### src/rtl/decode_pipe_if.sv
// Group-in / decoded-head-out bundle for decode_pipe. The slave modport is the
// decoder's view; the master modport is the view of whatever drives and consumes it.
interface decode_pipe_if #(
  parameter int WIDTH = 2,
  parameter int DEPTH = 2,
  parameter int PC_W  = 12
);
  localparam int OCC_W = $clog2(DEPTH + 1);

  logic                  in_valid;
  logic                  in_ready;
  logic [WIDTH-1:0]      in_lane_valid;
  logic [32*WIDTH-1:0]   in_instr;
  logic [PC_W*WIDTH-1:0] in_pc;
  logic                  flush;

  logic                  out_valid;
  logic                  out_ready;
  logic [WIDTH-1:0]      out_lane_valid;
  logic [32*WIDTH-1:0]   out_instr;
  logic [PC_W*WIDTH-1:0] out_pc;
  logic [7*WIDTH-1:0]    out_ctrl;
  logic [3*WIDTH-1:0]    out_alu;
  logic [32*WIDTH-1:0]   out_imm;
  logic [WIDTH-1:0]      out_illegal;
  logic [OCC_W-1:0]      occupancy;

  modport master (
    output in_valid, in_lane_valid, in_instr, in_pc, flush, out_ready,
    input  in_ready, out_valid, out_lane_valid, out_instr, out_pc,
           out_ctrl, out_alu, out_imm, out_illegal, occupancy
  );

  modport slave (
    input  in_valid, in_lane_valid, in_instr, in_pc, flush, out_ready,
    output in_ready, out_valid, out_lane_valid, out_instr, out_pc,
           out_ctrl, out_alu, out_imm, out_illegal, occupancy
  );
endinterface

### src/rtl/decode_pipe.sv
// Multi-lane instruction decoder feeding a small FIFO of decoded groups.
// Decode happens on the incoming group; outputs come only from the queue head.
module decode_pipe #(
  parameter int WIDTH = 2,
  parameter int DEPTH = 2,
  parameter int PC_W  = 12
) (
  input logic          clk,
  input logic          rst_n,
  decode_pipe_if.slave bus
);
  localparam int OCC_W = $clog2(DEPTH + 1);
  localparam int PTR_W = $clog2(DEPTH);

  localparam logic [6:0] OP_R     = 7'b0110011;
  localparam logic [6:0] OP_I     = 7'b0010011;
  localparam logic [6:0] OP_LUI   = 7'b0110111;
  localparam logic [6:0] OP_LOAD  = 7'b0000011;
  localparam logic [6:0] OP_STORE = 7'b0100011;

  typedef struct packed {
    logic [6:0]  ctrl;
    logic [2:0]  alu;
    logic [31:0] imm;
    logic        illegal;
  } dec_t;

  typedef struct packed {
    logic [WIDTH-1:0]      lane_valid;
    logic [32*WIDTH-1:0]   instr;
    logic [PC_W*WIDTH-1:0] pc;
    logic [7*WIDTH-1:0]    ctrl;
    logic [3*WIDTH-1:0]    alu;
    logic [32*WIDTH-1:0]   imm;
    logic [WIDTH-1:0]      illegal;
  } entry_t;

  function automatic dec_t decode(input logic [31:0] instr);
    dec_t       d;
    logic [2:0] f3;
    d  = '0;
    f3 = instr[14:12];
    case (instr[6:0])
      OP_R: begin
        d.ctrl = 7'b1000000;
        case (f3)
          3'b000:  d.alu = 3'b000;
          3'b100:  d.alu = 3'b011;
          3'b101:  d.alu = 3'b010;
          default: d.illegal = 1'b1;
        endcase
      end
      OP_I: begin
        d.ctrl = 7'b1100000;
        d.imm  = {{20{instr[31]}}, instr[31:20]};
        case (f3)
          3'b000:  d.alu = 3'b000;
          3'b101:  d.alu = 3'b010;
          3'b110:  d.alu = 3'b100;
          3'b111:  d.alu = 3'b101;
          default: d.illegal = 1'b1;
        endcase
      end
      OP_LUI: begin
        d.ctrl = 7'b1100000;
        d.alu  = 3'b001;
        d.imm  = {{12{instr[31]}}, instr[31:12]};
      end
      OP_LOAD: begin
        d.imm = {{20{instr[31]}}, instr[31:20]};
        case (f3)
          3'b000:  d.ctrl = 7'b1101011;
          3'b010:  d.ctrl = 7'b1101010;
          default: d.illegal = 1'b1;
        endcase
      end
      OP_STORE: begin
        d.imm = {{20{instr[31]}}, instr[31:25], instr[11:7]};
        case (f3)
          3'b000:  d.ctrl = 7'b0100101;
          3'b010:  d.ctrl = 7'b0100100;
          default: d.illegal = 1'b1;
        endcase
      end
      default: d.illegal = 1'b1;
    endcase
    // Illegal encodings report only the flag; partial decode fields are cleared.
    if (d.illegal) begin
      d         = '0;
      d.illegal = 1'b1;
    end
    return d;
  endfunction

  entry_t           mem_q [DEPTH];
  entry_t           mem_d [DEPTH];
  logic [PTR_W-1:0] wr_ptr_q, wr_ptr_d;
  logic [PTR_W-1:0] rd_ptr_q, rd_ptr_d;
  logic [OCC_W-1:0] occ_q, occ_d;

  entry_t new_entry;
  entry_t head;
  logic   in_ready;
  logic   push;
  logic   pop;

  // rst_n appears here so upstream sees not-ready for the whole reset window.
  assign in_ready = rst_n && (occ_q < OCC_W'(DEPTH)) && !bus.flush;
  assign push     = bus.in_valid && in_ready && (|bus.in_lane_valid);
  assign pop      = (occ_q != '0) && bus.out_ready;

  always_comb begin
    dec_t dec;
    dec                  = '0;
    new_entry            = '0;
    new_entry.lane_valid = bus.in_lane_valid;
    new_entry.instr      = bus.in_instr;
    new_entry.pc         = bus.in_pc;
    for (int unsigned i = 0; i < WIDTH; i++) begin
      dec = decode(bus.in_instr[32*i +: 32]);
      if (bus.in_lane_valid[i]) begin
        new_entry.ctrl[7*i +: 7]   = dec.ctrl;
        new_entry.alu[3*i +: 3]    = dec.alu;
        new_entry.imm[32*i +: 32]  = dec.imm;
        new_entry.illegal[i]       = dec.illegal;
      end
    end
  end

  always_comb begin
    mem_d    = mem_q;
    wr_ptr_d = wr_ptr_q;
    rd_ptr_d = rd_ptr_q;
    occ_d    = occ_q;
    if (bus.flush) begin
      wr_ptr_d = '0;
      rd_ptr_d = '0;
      occ_d    = '0;
    end else begin
      if (push) begin
        mem_d[wr_ptr_q] = new_entry;
        wr_ptr_d        = wr_ptr_q + PTR_W'(1);
      end
      if (pop) begin
        rd_ptr_d = rd_ptr_q + PTR_W'(1);
      end
      case ({push, pop})
        2'b10:   occ_d = occ_q + OCC_W'(1);
        2'b01:   occ_d = occ_q - OCC_W'(1);
        default: occ_d = occ_q;
      endcase
    end
  end

  // Storage is cleared by reset so head fields read zero until the first push.
  always_ff @(posedge clk or negedge rst_n) begin
    if (!rst_n) begin
      for (int unsigned i = 0; i < DEPTH; i++) begin
        mem_q[i] <= '0;
      end
      wr_ptr_q <= '0;
      rd_ptr_q <= '0;
      occ_q    <= '0;
    end else begin
      for (int unsigned i = 0; i < DEPTH; i++) begin
        mem_q[i] <= mem_d[i];
      end
      wr_ptr_q <= wr_ptr_d;
      rd_ptr_q <= rd_ptr_d;
      occ_q    <= occ_d;
    end
  end

  assign head               = mem_q[rd_ptr_q];
  assign bus.in_ready       = in_ready;
  assign bus.out_valid      = (occ_q != '0);
  assign bus.out_lane_valid = head.lane_valid;
  assign bus.out_instr      = head.instr;
  assign bus.out_pc         = head.pc;
  assign bus.out_ctrl       = head.ctrl;
  assign bus.out_alu        = head.alu;
  assign bus.out_imm        = head.imm;
  assign bus.out_illegal    = head.illegal;
  assign bus.occupancy      = occ_q;

endmodule
### src/flat_wrapper.sv
// flat-port wrapper written by rule: the top's interface ports become plain ports
module decode_pipe_flat 
#(
  parameter int WIDTH = 2,
  parameter int DEPTH = 2,
  parameter int PC_W  = 12
)
  (clk, rst_n, bus_in_valid, bus_in_lane_valid, bus_in_instr, bus_in_pc, bus_flush, bus_out_ready, bus_in_ready, bus_out_valid, bus_out_lane_valid, bus_out_instr, bus_out_pc, bus_out_ctrl, bus_out_alu, bus_out_imm, bus_out_illegal, bus_occupancy);
  decode_pipe_if #(.WIDTH(WIDTH), .DEPTH(DEPTH), .PC_W(PC_W)) bus_i ();
  input logic clk;
  input logic rst_n;
  input wire logic [$bits(bus_i.in_valid)-1:0] bus_in_valid;
  input wire logic [$bits(bus_i.in_lane_valid)-1:0] bus_in_lane_valid;
  input wire logic [$bits(bus_i.in_instr)-1:0] bus_in_instr;
  input wire logic [$bits(bus_i.in_pc)-1:0] bus_in_pc;
  input wire logic [$bits(bus_i.flush)-1:0] bus_flush;
  input wire logic [$bits(bus_i.out_ready)-1:0] bus_out_ready;
  output wire logic [$bits(bus_i.in_ready)-1:0] bus_in_ready;
  output wire logic [$bits(bus_i.out_valid)-1:0] bus_out_valid;
  output wire logic [$bits(bus_i.out_lane_valid)-1:0] bus_out_lane_valid;
  output wire logic [$bits(bus_i.out_instr)-1:0] bus_out_instr;
  output wire logic [$bits(bus_i.out_pc)-1:0] bus_out_pc;
  output wire logic [$bits(bus_i.out_ctrl)-1:0] bus_out_ctrl;
  output wire logic [$bits(bus_i.out_alu)-1:0] bus_out_alu;
  output wire logic [$bits(bus_i.out_imm)-1:0] bus_out_imm;
  output wire logic [$bits(bus_i.out_illegal)-1:0] bus_out_illegal;
  output wire logic [$bits(bus_i.occupancy)-1:0] bus_occupancy;
  assign bus_i.in_valid = bus_in_valid;
  assign bus_i.in_lane_valid = bus_in_lane_valid;
  assign bus_i.in_instr = bus_in_instr;
  assign bus_i.in_pc = bus_in_pc;
  assign bus_i.flush = bus_flush;
  assign bus_i.out_ready = bus_out_ready;
  assign bus_in_ready = bus_i.in_ready;
  assign bus_out_valid = bus_i.out_valid;
  assign bus_out_lane_valid = bus_i.out_lane_valid;
  assign bus_out_instr = bus_i.out_instr;
  assign bus_out_pc = bus_i.out_pc;
  assign bus_out_ctrl = bus_i.out_ctrl;
  assign bus_out_alu = bus_i.out_alu;
  assign bus_out_imm = bus_i.out_imm;
  assign bus_out_illegal = bus_i.out_illegal;
  assign bus_occupancy = bus_i.occupancy;
  decode_pipe #(.WIDTH(WIDTH), .DEPTH(DEPTH), .PC_W(PC_W)) u_core (.clk(clk), .rst_n(rst_n), .bus(bus_i));
endmodule
### config.mk
export PLATFORM = sky130hd
export DESIGN_NAME = decode_pipe_flat
export DESIGN_NICKNAME = d
export VERILOG_FILES = /design/src/rtl/decode_pipe_if.sv /design/src/rtl/decode_pipe.sv /design/src/flat_wrapper.sv
export SDC_FILE = /design/constraint.sdc
export NUM_CORES = 1
export LEC_CHECK = 0
export ABC_AREA = 1
export BUFFER_PORTS_ARGS = -buffer_cell sky130_fd_sc_hd__buf_2
export CAP_MARGIN = 20
export CORE_AREA = 2 2 130 196
export CTS_CLUSTER_SIZE = 24
export DETAILED_ROUTE_END_ITERATION = 10
export DIE_AREA = 0 0 132 198
export GPL_TIMING_DRIVEN = 0
export PLACE_DENSITY = 0.82
export SETUP_SLACK_MARGIN = 0.3
export SLEW_MARGIN = 30
export SYNTH_ARGS = -nofsm -noshare
export SYNTH_HDL_FRONTEND = slang
export SYNTH_SLANG_ARGS = --single-unit
export TNS_END_PERCENT = 10
### constraint.sdc
create_clock -name clk -period 2.7 [get_ports clk]
set_input_delay 0.54 -clock clk [delete_from_list [all_inputs] [get_ports clk]]
set_output_delay 0.54 -clock clk [all_outputs]
set_load 0.1 [all_outputs]
==> results.sh <==
export IMPL_first_pass_iters=6
export IMPL_ios=275
export IMPL_path_delay_family="buffers and inverters"
export IMPL_finalInstanceArea_um2=19000
export IMPL_setup_worst_path_class="reg -> out"
export IMPL_violations="negative hold slack"
export IMPL_yosysMostFrequentCell="sky130_fd_sc_hd__nand2_1"
export IMPL_seq_area_frac_synth_pct=51.8
export IMPL_ant_nets=0
export IMPL_pwr_share_comb_pct=42.3
export IMPL_synthesis_area_um2=14500
export IMPL_cts_root_buf="sky130_fd_sc_hd__clkbuf_16"
export IMPL_cellLeakagePower_nw=10.4
export IMPL_synth_warnings=0
export IMPL_final_max_slew_viol_count=0
export IMPL_met3RoutedLength_um=4910
export IMPL_initial_antenna_violation_count=0
export IMPL_crit_slowest_cell="sky130_fd_sc_hd__dfrtp_2"
export IMPL_grt_overflow=0
export IMPL_bufs_and_invs_on_worst_path=3
export IMPL_floorplan_initialDensity_pct=58.9
export IMPL_synth_enable_flop_cells=0
export IMPL_grt_use_total_pct=38.7
export IMPL_ys_dominant_reg_cell="sky130_fd_sc_hd__dfrtp_1"
export IMPL_power_switching_fraction_pct=45.8
export IMPL_worst_hold_slack_ps=-12.2
export IMPL_drtIter0Drc=1523
export IMPL_synth_area_leader_cell="sky130_fd_sc_hd__dfrtp_1"
export IMPL_max_freq_ghz=0.377
export IMPL_final_net_count=2330
export IMPL_synth_top_cells_by_area="sky130_fd_sc_hd__dfrtp_1 52%, sky130_fd_sc_hd__nand2_1 23%, sky130_fd_sc_hd__o21ai_0 5.8%, sky130_fd_sc_hd__inv_1 3.1%, sky130_fd_sc_hd__nand4_1 3.1%"
export IMPL_grt_setup_unrepaired="yes"
export IMPL_distinct_cell_type_count_after_synthesis=29
export IMPL_placed_cell_area_um2=16400
export IMPL_switching_power_mw=7.94
export IMPL_ys_top_cells_by_count="905 x sky130_fd_sc_hd__nand2_1, 300 x sky130_fd_sc_hd__dfrtp_1, 168 x sky130_fd_sc_hd__o21ai_0"
export IMPL_detail_route_wirelength_um=51900
export IMPL_synthArstFlopShare_pct=100
export IMPL_outcome="complete, but fails checks"
export IMPL_min_period_over_period_pct=98.2
export IMPL_cts_buffers=28
export IMPL_share_seq_of_total_power_pct=33.7
export IMPL_finish_utilization_pct=77.0
export IMPL_die_y_um=198
export IMPL_max_slew_margin_rel_pct=54.5
export IMPL_worstHoldPathType="in -> async"
export IMPL_crit_path_max_fanout=10
export IMPL_detailed_route_via_count=15100
export IMPL_relative_area_change_from_synthesis_to_final_layout_pct=30.8
export IMPL_final_replace_weighted_congestion=0.926
export IMPL_power_density_nw_per_um2=915
export IMPL_max_cap_viol_count=0
export IMPL_via_per_inst=5.85
export IMPL_fp_dieW_um=132
export IMPL_grt_pass1_wl_um=79400
export IMPL_worst_ir_drop_vdd_v=0.00106
export IMPL_routed_wire_per_std_cell_um=20.1
export IMPL_syn_instance_count=1916
export IMPL_timing_critical_path_arrival_ps=2110
export IMPL_worst_skew_pair_late_latency_ps=550
export IMPL_final_layout_size_suffix_gt1_share_pct=21.4
export IMPL_worstSetupStartpointType="flop"
export IMPL_clock_tree_from_tritoncts="done"
export IMPL_dieArea_um2=26100
export IMPL_maxUsedRoutingLayer="met4"
export IMPL_met2_wirelength_um=25600
export IMPL_final_hold_viol_count=6
export IMPL_ys_seq_elements=300
export IMPL_post_route_drc_count=0
export IMPL_worst_slew_pin_slew_ps=682
export IMPL_grt_pass1_vias=15000
export IMPL_synth_avg_cell_area_um2=7.56
export IMPL_internal_power_mw=9.41
export IMPL_m1WireLength_um=17300
export IMPL_timing_setup_tns_ps=0
export IMPL_cp_data_required_time_ps=2160
export IMPL_cp_slowest_stage_delay_ps=450
export IMPL_p_clk_share_pct=24.0
export IMPL_clk_pin_slew_ps=70
export IMPL_tritoncts_num_sinks=300
export IMPL_cts_htree_levels=1
export IMPL_ordered_cell_list_for_the_critical_path="clkbuf_4 -> clkbuf_4 -> nand2_1 -> nand2_1 -> buf_4"
export IMPL_grt_start_max_net_pins=90
export IMPL_timing_clock_skew_ps=10.5
export IMPL_worst_setup_path_end_kind="output pin"
export IMPL_placementRows=71
export IMPL_ctsLongestPathBuffers=3
export IMPL_detailedPlacementHpwl_um=34300
export IMPL_place_port_buffers=270
export IMPL_min_period_ps=2650
export IMPL_setup_viol=0
export IMPL_area_share_of_the_leading_cell_type_in_the_synthesized_netlist_pct=51.8
export IMPL_coreArea_um2=24600
## kinds of logic (layout without fill, tap and decap cells)
family	after synthesis	in the layout	synth area share [%]
other cells	1	3	0.0259
mux	1	1	0.0691
simple gates	1086	1088	30.4
flops	300	300	51.8
compound gates	256	256	9.00
xor+xnor	1	1	0.0605
buf+inv	271	609	8.63
## cell type report
| cell class | instances | area [µm²] |
|---|---|---|
| Antenna cell | 1 | 2.50 |
| Buffer | 146 | 1020 |
| Clock buffer | 41 | 821 |
| Clock inverter | 11 | 140 |
| Fill cell | 1694 | 5650 |
| Inverter | 125 | 477 |
| Multi-Input combinational cell | 1348 | 5890 |
| Sequential cell | 300 | 7510 |
| Tap cell | 328 | 410 |
| Timing Repair Buffer | 286 | 2690 |
## per-layer routing
| metal | up-vias | track usage, % |
|---|---|---|
| met2 | 1041 | 65.3 |
| met3 | 277 | 7.14 |
| li1 | 6672 | - |
| met4 | 0 | 26.9 |
| met5 | - | 0 |
| met1 | 7148 | 44.8 |
## power by group through the flow
stage | sequential, mW | clock [mW] | combinational (mW)
after floorplan | 5.79 | 0 | 5.44
after global placement | 5.81 | 0 | 6.42
after detailed placement | 5.86 | 0 | 6.52
after CTS | 5.79 | 4.15 | 7.15
after global routing | 5.92 | 4.32 | 7.66
final | 5.84 | 4.17 | 7.33
## flip-flops by register name (all words and copies together) (netlist names)
signal	flops
u_core.rd_ptr_q	1
u_core.bus.occupancy	2
u_core.mem_q	296
u_core.wr_ptr_q	1
## layout by cell type, fill, tap and decap left out, drive strengths merged, types with 2 or more instances in the layout
cell type	instances
clkinv	7
a21oi	13
inv	125
nand3	76
buf	377
dfrtp	300
o21ai	238
nand2	908
o22ai	2
bufinv	3
clkbuf	96
conb	2
nand4	71
nor2	32
## per-stage QoR
stage          power, mW  cells  setup slack (ps)
5_1_grt             17.9   2585              71.9
4_1_cts             17.1   2585               179
6_report            17.3   2586              49.0
3_3_place_gp        12.2   2515             -4840
3_5_place_dp        12.4   2520              -444
2_1_floorplan       11.2   1917              9.37
## timing repair
item,4_1_cts,5_1_grt
hold buffers,0,0
gates cloned,6,0
gates resized for setup,401,56
pin swaps,3,2
setup buffers,7,0
endpoints found under the hold margin,0,0
endpoints found under the setup margin,174,175
## path summary, 6_finish.rpt
path                                              start                       to  slack [ps]  cells past startpoint
worst min-delay path                              rst_n  u_core.bus.occupancy[0]         -10                      2
worst max-delay path                    u_core.rd_ptr_q          bus_out_imm[15]          50                      5
max in group asynchronous                         rst_n        u_core.mem_q[145]        1450                      5
worst min register to register        u_core.mem_q[101]        u_core.mem_q[101]         470                      2
min in group clk                          bus_in_pc[15]        u_core.mem_q[101]         220                      3
worst max register to register  u_core.bus.occupancy[1]        u_core.mem_q[310]         510                     10
Note: power is estimated with default switching activity, not from simulation.
